<file path="src/rtl/bcd_stopwatch_pkg.sv">
// Shared state encoding, BCD limits and the per-digit increment helper
// used by the stopwatch top level.
package bcd_stopwatch_pkg;

  typedef enum logic [1:0] {
    IDLE   = 2'd0,
    RUN    = 2'd1,
    PAUSED = 2'd2
  } sw_state_e;

  localparam logic [3:0] DIGIT_MAX    = 4'd9;
  localparam logic [3:0] SEC_TENS_MAX = 4'd5;

  typedef struct packed {
    logic       carry;
    logic [3:0] value;
  } digit_step_t;

  // Anything at or above the limit rolls to zero, so a corrupted digit heals on its next increment.
  function automatic digit_step_t digit_step(input logic [3:0] d,
                                             input logic [3:0] max,
                                             input logic       cin);
    digit_step_t r;
    r.carry = 1'b0;
    r.value = d;
    if (cin) begin
      if (d >= max) begin
        r.value = 4'd0;
        r.carry = 1'b1;
      end else begin
        r.value = d + 4'd1;
      end
    end else begin
      r.value = d;
    end
    return r;
  endfunction

endpackage

</file>
<file path="src/rtl/bcd_stopwatch_key_debounce.sv">
// Raw active-low pushbutton to single-cycle press pulse: 2-FF synchronizer,
// consecutive-cycle debounce and registered falling-edge detect.
module key_debounce
  import bcd_stopwatch_pkg::*;
#(
  parameter int DEB_CYCLES = 1_000_000
) (
  input  logic clk,
  input  logic rst,
  input  logic key_n,
  output logic press
);

  localparam int CW = (DEB_CYCLES > 1) ? $clog2(DEB_CYCLES) : 1;
  localparam logic [CW-1:0] CNT_LAST = CW'(DEB_CYCLES - 1);

  logic          sync1_r;
  logic          sync2_r;
  logic          level_r;
  logic          level_d_r;
  logic          press_r;
  logic [CW-1:0] cnt_r;

  // Metastability synchronizer, idles at the released level.
  always_ff @(posedge clk or posedge rst) begin
    if (rst) begin
      sync1_r <= 1'b1;
      sync2_r <= 1'b1;
    end else begin
      sync1_r <= key_n;
      sync2_r <= sync1_r;
    end
  end

  // Level flips only after DEB_CYCLES straight cycles of disagreement.
  always_ff @(posedge clk or posedge rst) begin
    if (rst) begin
      cnt_r   <= {CW{1'b0}};
      level_r <= 1'b1;
    end else if (sync2_r != level_r) begin
      if (cnt_r == CNT_LAST) begin
        level_r <= sync2_r;
        cnt_r   <= {CW{1'b0}};
      end else begin
        cnt_r <= cnt_r + CW'(1);
      end
    end else begin
      cnt_r <= {CW{1'b0}};
    end
  end

  // Registered 1->0 detect; release produces nothing.
  always_ff @(posedge clk or posedge rst) begin
    if (rst) begin
      level_d_r <= 1'b1;
      press_r   <= 1'b0;
    end else begin
      level_d_r <= level_r;
      press_r   <= level_d_r & ~level_r;
    end
  end

  assign press = press_r;

endmodule

</file>
<file path="src/rtl/bcd_stopwatch.sv">
// Four-digit BCD stopwatch (SS.cc, 00.00..59.99) with debounced start/stop
// and clear keys; the digits feed the seven-segment decoders directly.
module bcd_stopwatch
  import bcd_stopwatch_pkg::*;
#(
  parameter int CLK_HZ     = 50_000_000,
  parameter int TICK_HZ    = 100,
  parameter int DEB_CYCLES = 1_000_000
) (
  input  logic        CLOCK_50,
  input  logic        RESET,
  input  logic        KEY_START,
  input  logic        KEY_CLEAR,
  output logic [15:0] DIGITS,
  output logic        RUNNING,
  output logic        WRAP
);

  localparam int DIV = CLK_HZ / TICK_HZ;
  localparam int PW  = (DIV > 1) ? $clog2(DIV) : 1;
  localparam logic [PW-1:0] PRESC_LAST = PW'(DIV - 1);

  logic          start_press_s;
  logic          clear_press_s;
  sw_state_e     state_r;
  sw_state_e     state_next_s;
  logic [PW-1:0] presc_r;
  logic [PW-1:0] presc_next_s;
  logic          tick_s;
  logic [15:0]   digits_r;
  logic [15:0]   digits_next_s;
  logic          wrap_next_s;
  logic          wrap_r;
  logic          running_r;
  digit_step_t   cs_ones_s;
  digit_step_t   cs_tens_s;
  digit_step_t   s_ones_s;
  digit_step_t   s_tens_s;

  key_debounce #(.DEB_CYCLES(DEB_CYCLES)) u_key_start (
    .clk   (CLOCK_50),
    .rst   (RESET),
    .key_n (KEY_START),
    .press (start_press_s)
  );

  key_debounce #(.DEB_CYCLES(DEB_CYCLES)) u_key_clear (
    .clk   (CLOCK_50),
    .rst   (RESET),
    .key_n (KEY_CLEAR),
    .press (clear_press_s)
  );

  // Run/pause/idle sequencing; clear dominates a simultaneous start.
  always_comb begin
    state_next_s = state_r;
    if (clear_press_s) begin
      state_next_s = IDLE;
    end else if (start_press_s) begin
      case (state_r)
        IDLE:    state_next_s = RUN;
        RUN:     state_next_s = PAUSED;
        PAUSED:  state_next_s = RUN;
        default: state_next_s = IDLE;
      endcase
    end else begin
      case (state_r)
        IDLE, RUN, PAUSED: state_next_s = state_r;
        default:           state_next_s = IDLE;
      endcase
    end
  end

  // Prescaler: advances in RUN, freezes in PAUSED so a resumed fraction is kept.
  always_comb begin
    tick_s       = (state_r == RUN) && (presc_r >= PRESC_LAST) && !clear_press_s;
    presc_next_s = presc_r;
    if (clear_press_s) begin
      presc_next_s = {PW{1'b0}};
    end else begin
      case (state_r)
        RUN:     presc_next_s = tick_s ? {PW{1'b0}} : presc_r + PW'(1);
        PAUSED:  presc_next_s = presc_r;
        default: presc_next_s = {PW{1'b0}};
      endcase
    end
  end

  // Ripple-carry BCD cascade; the top-digit carry is exactly the 59.99 rollover.
  always_comb begin
    cs_ones_s = digit_step(digits_r[3:0],   DIGIT_MAX,    tick_s);
    cs_tens_s = digit_step(digits_r[7:4],   DIGIT_MAX,    cs_ones_s.carry);
    s_ones_s  = digit_step(digits_r[11:8],  DIGIT_MAX,    cs_tens_s.carry);
    s_tens_s  = digit_step(digits_r[15:12], SEC_TENS_MAX, s_ones_s.carry);
    digits_next_s = digits_r;
    wrap_next_s   = 1'b0;
    if (clear_press_s) begin
      digits_next_s = 16'h0000;
      wrap_next_s   = 1'b0;
    end else begin
      digits_next_s = {s_tens_s.value, s_ones_s.value, cs_tens_s.value, cs_ones_s.value};
      wrap_next_s   = s_tens_s.carry;
    end
  end

  // State, count and registered outputs.
  always_ff @(posedge CLOCK_50 or posedge RESET) begin
    if (RESET) begin
      state_r   <= IDLE;
      presc_r   <= {PW{1'b0}};
      digits_r  <= 16'h0000;
      wrap_r    <= 1'b0;
      running_r <= 1'b0;
    end else begin
      state_r   <= state_next_s;
      presc_r   <= presc_next_s;
      digits_r  <= digits_next_s;
      wrap_r    <= wrap_next_s;
      running_r <= (state_next_s == RUN);
    end
  end

  assign DIGITS  = digits_r;
  assign RUNNING = running_r;
  assign WRAP    = wrap_r;

endmodule
</file>
<file path="config.mk">
export PLATFORM = sky130hd
export DESIGN_NAME = bcd_stopwatch
export DESIGN_NICKNAME = d
export VERILOG_FILES = /design/src/rtl/bcd_stopwatch_pkg.sv /design/src/rtl/bcd_stopwatch_key_debounce.sv /design/src/rtl/bcd_stopwatch.sv
export SDC_FILE = /design/constraint.sdc
export NUM_CORES = 1
export LEC_CHECK = 0
export ABC_AREA = 1
export CORE_MARGIN = 3
export CORE_UTILIZATION = 40
export CTS_BUF_LIST = sky130_fd_sc_hd__clkbuf_8
export CTS_CLUSTER_SIZE = 25
export DETAILED_ROUTE_END_ITERATION = 10
export SLEW_MARGIN = 20
export SYNTH_ARGS = -nofsm -noshare
export SYNTH_HDL_FRONTEND = slang
export SYNTH_SLANG_ARGS = --single-unit
</file>
<file path="constraint.sdc">
create_clock -name CLOCK_50 -period 9.19 [get_ports CLOCK_50]
set_clock_uncertainty 0.2 [all_clocks]
set_input_delay 1.838 -clock CLOCK_50 [delete_from_list [all_inputs] [get_ports CLOCK_50]]
set_output_delay 1.838 -clock CLOCK_50 [all_outputs]
set_load 0.03 [all_outputs]
</file>
==> results of run 1 <==
## where the power goes
group | leakage, nW | internal [W] | switching (W)
registers | 1.21 | 0.000395 | 0.00000214
logic | 1.00 | 0.00000465 | 0.0000132
clock network | 0.102 | 0.000101 | 0.000131
## Yosys cell counts
cell      number  area, sq um
a21oi_1       21          105
nor3_1        13         65.1
inv_2         10         37.5
or2_2          3         18.8
and3_1         2         12.5
buf_2          2         10.0
nand2_2        2         12.5
nor4_2         1         12.5
o21ai_0       16         80.1
o21ai_1        9         45.0
o22ai_1        1         6.26
nor2_4         1         11.3
nor2_1        67          251
a211oi_1       2         15.0
nor2_8         1         20.0
a31oi_1        2         12.5
dfstp_2        8          210
xnor2_1        6         52.6
nand3_2        3         30.0
mux2_2         2         22.5
a21oi_2        3         26.3
a41oi_1        1         8.76
ha_1          15          188
nor2_2         7         43.8
nor3_2         2         20.0
buf_6          1         11.3
nor4_1         7         43.8
nand2_1       92          345
o22ai_2        7         87.6
inv_1         71          267
xor2_1        24          210
o21a_1         3         22.5
nor3b_2        1         12.5
o21bai_2       1         11.3
nand2_4        3         33.8
a22oi_1        1         7.51
dfrtp_1       81         2030
nor3_4         1         16.3
o21bai_4       1         18.8
nor3b_1        4         30.0
nand4_1       14         87.6
nand3_1       34          170
buf_4          1         7.51
## logic make-up after synthesis
kind of cell	after synthesis
AOI/OAI and AO/OA	68
xor gates and xnor gates	30
adders and majority gates	15
buffers and inverters	85
DFF	89
muxes	2
and+or+nand+nor	258
## layer usage
metal  track usage  vias to the layer above
met5             0                        -
met4        0.0376                        0
met3        0.0349                        5
met2         0.228                       40
met1         0.193                     1653
li1              -                     1835
## registers in the layout, summed over array words and instances (netlist names)
| signal | cells |
|---|---|
| u_key_start.sync1_r | 1 |
| u_key_clear.level_r | 1 |
| u_key_clear.level_d_r | 1 |
| RUNNING | 1 |
| u_key_start.press | 1 |
| presc_r | 19 |
| u_key_clear.sync2_r | 1 |
| u_key_clear.press | 1 |
| u_key_start.level_r | 1 |
| u_key_start.level_d_r | 1 |
| u_key_clear.cnt_r | 20 |
| u_key_start.cnt_r | 20 |
| WRAP | 1 |
| u_key_clear.sync1_r | 1 |
| DIGITS | 16 |
| u_key_start.sync2_r | 1 |
| state_r | 2 |
## worst reg2reg max path, delay by kind of cell, from the launching register on
| kind | cells | cell delay, ns |
|---|---|---|
| buf+inv | 2 | 0.37 |
| simple gates | 2 | 0.89 |
| flops | 1 | 0.53 |
| xor+xnor | 1 | 0.20 |
| compound gates | 1 | 0.04 |
## cell type report
type                       instances  area (sq um)  area share
timing repair buffer              22           221      0.0421
tap                              143           179      0.0340
sequential                        89          2240       0.425
inverter                          81           305      0.0580
clock inverter                     6          23.8     0.00452
clock buffer                      10           138      0.0262
multi-input combinational        373          2160       0.410
## stage by stage
stage,instances,utilization,hold WS (ns),setup WS (ns),power (W)
final,724,0.459,0.160,5.61,0.000647
after global routing,724,0.459,0.164,5.52,0.000679
after CTS,724,0.458,0.160,5.56,0.000661
after detailed placement,708,0.444,0.148,5.59,0.000423
after global placement,708,0.444,0.147,5.61,0.000423
after floorplan,547,-,0.145,4.86,0.000417
## path summary, 6_finish.rpt
| path | start | end | slack (ns) | cells past startpoint |
|---|---|---|---|---|
| min reg2reg | u_key_start.sync1_r$_DFF_PP1_ | u_key_start.sync2_r$_DFF_PP1_ | 0.16 | 0 |
| max | DIGITS[12]$_DFFE_PP0P_ | DIGITS[12] | 5.61 | 1 |
| max reg2reg | u_key_clear.press$_DFF_PP0_ | presc_r[8]$_DFFE_PP0P_ | 6.83 | 6 |
| max in group asynchronous | RESET | u_key_clear.cnt_r[15]$_DFF_PP0_ | 6.36 | 3 |
| min in group asynchronous | RESET | u_key_start.cnt_r[8]$_DFF_PP0_ | 1.51 | 2 |
| min | u_key_start.sync1_r$_DFF_PP1_ | u_key_start.sync2_r$_DFF_PP1_ | 0.16 | 0 |
==> impl_results.md, run 1 <==
* Sequential-to-total area share from yosys stat at 0.473
* Synthesized net count at 566
* Mux share of post-synthesis cell area at 0.00476
* WS Path Type: register to primary output
* Initial antenna violation count at 0
* Grt ovf at 0
* Clock Pin Slew Worst Setup and Hold Paths at 0.09 ns
* PD cells at 123 nW/um^2
* Max Cap Viol at 0
* Initial drt markers at 181
* DR vias at 3533
* CP Capture Type: primary output
* Top routing layer in use: met4
* Max Clk Rate at 0.279 GHz
* CTS tree: built
* Worst skew pair latency at 0.35 ns
* Worst slew margin at 0.435
* CTS Sinks at 89
* Share of layout cells above drive strength 1 at 0.120
* Critical path launch point type: register
* Num CTS Buffers at 9
* Vias in the first global route at 3374
* Worst VDD drop at 0.0000975 V
* RSZ-0062 raised after global routing: no
* Worst path max stage delay at 0.73 ns
* Largest family of logic cells by synthesized area: simple AND/OR/NAND/NOR gates
* Root Driver: clkbuf_8
* Commonest non-fill, non-tap cell in the layout: nand2_1
* N_diodes at 0
* WP buf/inv at 1
* Final instance area at 5260 sq um
* Crit Path Max Fanout at 7
* Worst slew pin tran at 0.846 ns
* Postcts setup bufs at 0
* Synth warnings at 0
* Setup TNS at 0 ns
* Cell Chain, Critical Path: clkdlybuf4s50_1
* Synth Cell Area at 4730 sq um
* FF+latch count, synth at 89
* Final hold vios at 0
* Placed inst area at 5100 sq um
* XOR/XNOR share of the synthesized area at 0.0556
* Detailed Routing Iterations Pass 1 at 4
* Commonest cells after routing, fill and taps aside: nand2_1 (92), dfrtp_1 (81), inv_1 (75), nor2_1 (67), nand3_1 (34)
* GP Congestion at 0.792
* Hold Path Class: register to register
* Post-synthesis cell type count at 43
* # DRC at 0
* CTS resizes at 0
* Tmin final at 3.58 ns
* Site Rows at 39
* CORE AREA at 11500 sq um
* Wire length on met2 at 4.11 mm
* GRT Util Overall at 0.142
* Io pins at 22
* Starting density of the core at 0.412
* Wirelength, routed at 8.74 mm
* Die Height at 115 microns
* Leak at 2.31 nW
* Die area at 13200 sq um
* Met3 WL at 274 microns
* Final Cycle Share at 0.390
* Post-synthesis compound-gate area fraction at 0.0945
* Post-route ant nets at 0
* IO Port Bufs at 21
* Run status: completed
* Worst path slowest cell: clkdlybuf4s50_1
* Largest net degree at the start of global routing at 80
* Fin. max-slew vios at 0
* Top delay family on crit path: buffers and inverters
* Req. time, crit path at 7.15 ns
* H-tree Lvls at 3
* Layout area overhead at 11.3%
* Critical Path AT at 1.54 ns
* Horiz. Die Dim at 115 microns
* Layout fillers at 1129
* Clock buffer depth at 2
* Per-cell routed wire length at 12.1 microns
* Synth Area per Inst at 8.64 sq um
* Post-synthesis simple-gate area fraction at 0.262
* Setup-failing EPs final at 0
* Routed length on met1 at 4.28 mm
* First-pass GRT wire length at 15.3 mm
* Post-synthesis adder-cell area fraction at 0.0397
* Hold-fix buffers, CTS at 0
* Cells after Synth at 547
* Final #Nets at 595
* Vias per inst at 4.88
* Final HPWL from detailed placement at 6.26 mm
No activity file was read; power rests on OpenSTA's default activity.
==> inputs of run 2 (changes only) <==
Clock period 9.19 ns to 3.58 ns, I/O delays scaled along.
==> run 2 against run 1 <==
  * Clock power increased to 3.4 times the previous value
  * Core utilization increased by 0.70 points
  * Count of clock-buffer cells in the layout decreased by 1
  * Die area unchanged
  * First-iteration DRC count increased by 33%
  * Sequential share of layout area decreased by 0.64 points
  * Cell count increased by 0.14%
  * Routed wire length increased by 1.3%
  * Cell area increased by 1.5%
  * Power increased to 2.9 times the previous value
  * Global-route usage increased by 0.41 points
  * Non-clock buffer count increased by 1
  * Critical endpoint unchanged
==> impl_results.md, run 2 (synthesized netlist as in run 1, its figures left out) <==
* Post-place setup slack at 1.42 ns (-4.17 ns)
* Share of layout cells above drive strength 1 at 0.131 (+0.0101)
* Critical path launch point type: register
* CTS tree: built
* Site Rows at 39 (unchanged)
* Fin cells at 725 (+0.14%)
* Setup TNS at 0 ns (unchanged)
* Final worst setup slack at 1.12 ns (-4.49 ns)
* Root Driver: clkbuf_8
* GRT Util Overall at 0.146 (+0.00406)
* Worst slew pin tran at 0.461 ns (-0.384 ns)
* Worst path max stage delay at 0.71 ns (-0.02 ns)
* N_diodes at 0 (unchanged)
* CTS resizes at 0 (unchanged)
* Post-route ant nets at 0 (unchanged)
* Detailed Routing Iterations Pass 1 at 5 (+1)
* Worst slew margin at 0.690 (+0.255)
* RSZ-0062 raised after global routing: no
* Vias in the first global route at 3513 (+4.1%)
* CP startpoint: DIGITS[12]$_DFFE_PP0P_
* CP Capture Type: primary output
* Die area at 13200 sq um (unchanged)
* Commonest cells after routing, fill and taps aside: nand2_1 (92), dfrtp_1 (81), inv_1 (70), nor2_1 (67), nand3_1 (34)
* Max Cap Viol at 0 (unchanged)
* First-pass GRT wire length at 15.7 mm (+2.7%)
* Die Height at 115 microns (unchanged)
* Routed length on met1 at 4.31 mm (+0.49%)
* CTS Sinks at 89 (unchanged)
* Wire length on met2 at 4.13 mm (+0.49%)
* Io pins at 22 (unchanged)
* Layout area overhead at 13.0%
* Top delay family on crit path: buffers and inverters
* Vias per inst at 4.97 (+1.9%)
* H-tree Lvls at 3 (unchanged)
* Worst setup endpoint: DIGITS[12]
* DR vias at 3605 (+2.0%)
* Grt ovf at 0 (unchanged)
* Setup-failing EPs final at 0 (unchanged)
* Fin. max-slew vios at 0 (unchanged)
* Placed Cells at 709 (+0.14%)
* Starting density of the core at 0.412 (unchanged)
* Final hold vios at 0 (unchanged)
* Horiz. Die Dim at 115 microns (unchanged)
* Critical Path AT at 1.55 ns (about the same)
* R2r endpoint: u_key_clear.cnt_r[17]$_DFF_PP0_
* Met3 WL at 323 microns (+18%)
* Worst skew pair latency at 0.37 ns (+0.02 ns)
* Wirelength, routed at 8.86 mm (+1.3%)
* Worst path slowest cell: clkdlybuf4s50_1
* Max Clk Rate at 0.406 GHz
* GP Congestion at 0.823 (+4.0%)
* Final Cycle Share at 0.688
* Crit Path Max Fanout at 7 (unchanged)
* Num CTS Buffers at 9 (unchanged)
* Final HPWL from detailed placement at 6.24 mm (-0.28%)
* Hold Path Class: register to register
* Per-cell routed wire length at 12.2 microns (+1.2%)
* Cell Chain, Critical Path: clkdlybuf4s50_1
* Stages on the worst setup path at 1 (unchanged)
* CORE AREA at 11500 sq um (unchanged)
* WP buf/inv at 1 (unchanged)
* Reg2Reg Depth at 9 (+3)
* Run status: completed
* Tmin final at 2.46 ns
* Commonest non-fill, non-tap cell in the layout: nand2_1
* # DRC at 0 (unchanged)
* Largest net degree at the start of global routing at 90 (+13%)
* PD cells at 346 nW/um^2 (+180%)
* Req. time, crit path at 2.66 ns (-4.49 ns)
* Clock buffer depth at 2 (unchanged)
* Reg-to-reg slack, setup at 1.41 ns (-5.42 ns)
* Biggest regs: u_key_clear.cnt_r x20, u_key_start.cnt_r x20, presc_r x19
* Worst Hold Slack at 0.160 ns (-0.0000340 ns)
* Initial antenna violation count at 0 (unchanged)
* Top routing layer in use: met4
* Clock Pin Slew Worst Setup and Hold Paths at 0.10 ns (about the same)
* IO Port Bufs at 21 (unchanged)
* Hold-fix buffers, CTS at 0 (unchanged)
* Worst r2r src: u_key_clear.cnt_r[0]$_DFF_PP0_
* Postcts setup bufs at 0 (unchanged)
* Worst VDD drop at 0.000293 V (+200%)
* Leak at 2.32 nW (+0.50%)
* Final #Nets at 596 (+0.17%)
* WS Path Type: register to primary output
* Initial drt markers at 241 (+33%)
## run 2: cell types whose count changed in the layout (fill, tap and decap cells not counted), moves of 2 or more
cell        previous run  this run
bufinv_16              0         2
clkinvlp_4             0         2
inv_1                 75        70
inv_6                  0         2
## run 2: stage by stage
step | power [W] | area (sq um) | util
after floorplan | 0.00107 | 4730 | -
after global placement | 0.00109 | 5120 | 0.446
after detailed placement | 0.00109 | 5120 | 0.446
after CTS | 0.00189 | 5340 | 0.466
after global routing | 0.00193 | 5340 | 0.466
final | 0.00185 | 5340 | 0.466
## run 2: worst min-delay path by stage
stage	to	slack, ns	start	cells after the start
floorplan	u_key_clear.sync2_r$_DFF_PP1_	0.15	u_key_clear.sync1_r$_DFF_PP1_	0
global placement	u_key_start.sync2_r$_DFF_PP1_	0.15	u_key_start.sync1_r$_DFF_PP1_	0
detailed placement	u_key_clear.sync2_r$_DFF_PP1_	0.15	u_key_clear.sync1_r$_DFF_PP1_	0
CTS	u_key_start.sync2_r$_DFF_PP1_	0.16	u_key_start.sync1_r$_DFF_PP1_	0
global route	u_key_start.sync2_r$_DFF_PP1_	0.17	u_key_start.sync1_r$_DFF_PP1_	0
finish	u_key_clear.sync2_r$_DFF_PP1_	0.16	u_key_clear.sync1_r$_DFF_PP1_	0
## run 2: layout make-up
cell class / instances / area, sq um
Inverter: 81 / 305
Fill cell: 1121 / 6130
Sequential cell: 89 / 2240
Tap cell: 143 / 179
Multi-Input combinational cell: 373 / 2160
Clock buffer: 9 / 124
Timing Repair Buffer: 23 / 238
Clock inverter: 7 / 101
## run 2: power breakdown
part / leakage [nW] / switching (W) / internal [W]
registers: 1.21 / 0.00000566 / 0.00101
logic: 1.01 / 0.0000338 / 0.0000134
clock network: 0.106 / 0.000381 / 0.000399
## run 2: routing by layer
metal | global-route usage | vias up
met2 | 0.234 | 57
met5 | 0 | -
li1 | - | 1829
met4 | 0.0423 | 0
met3 | 0.0407 | 9
met1 | 0.194 | 1710
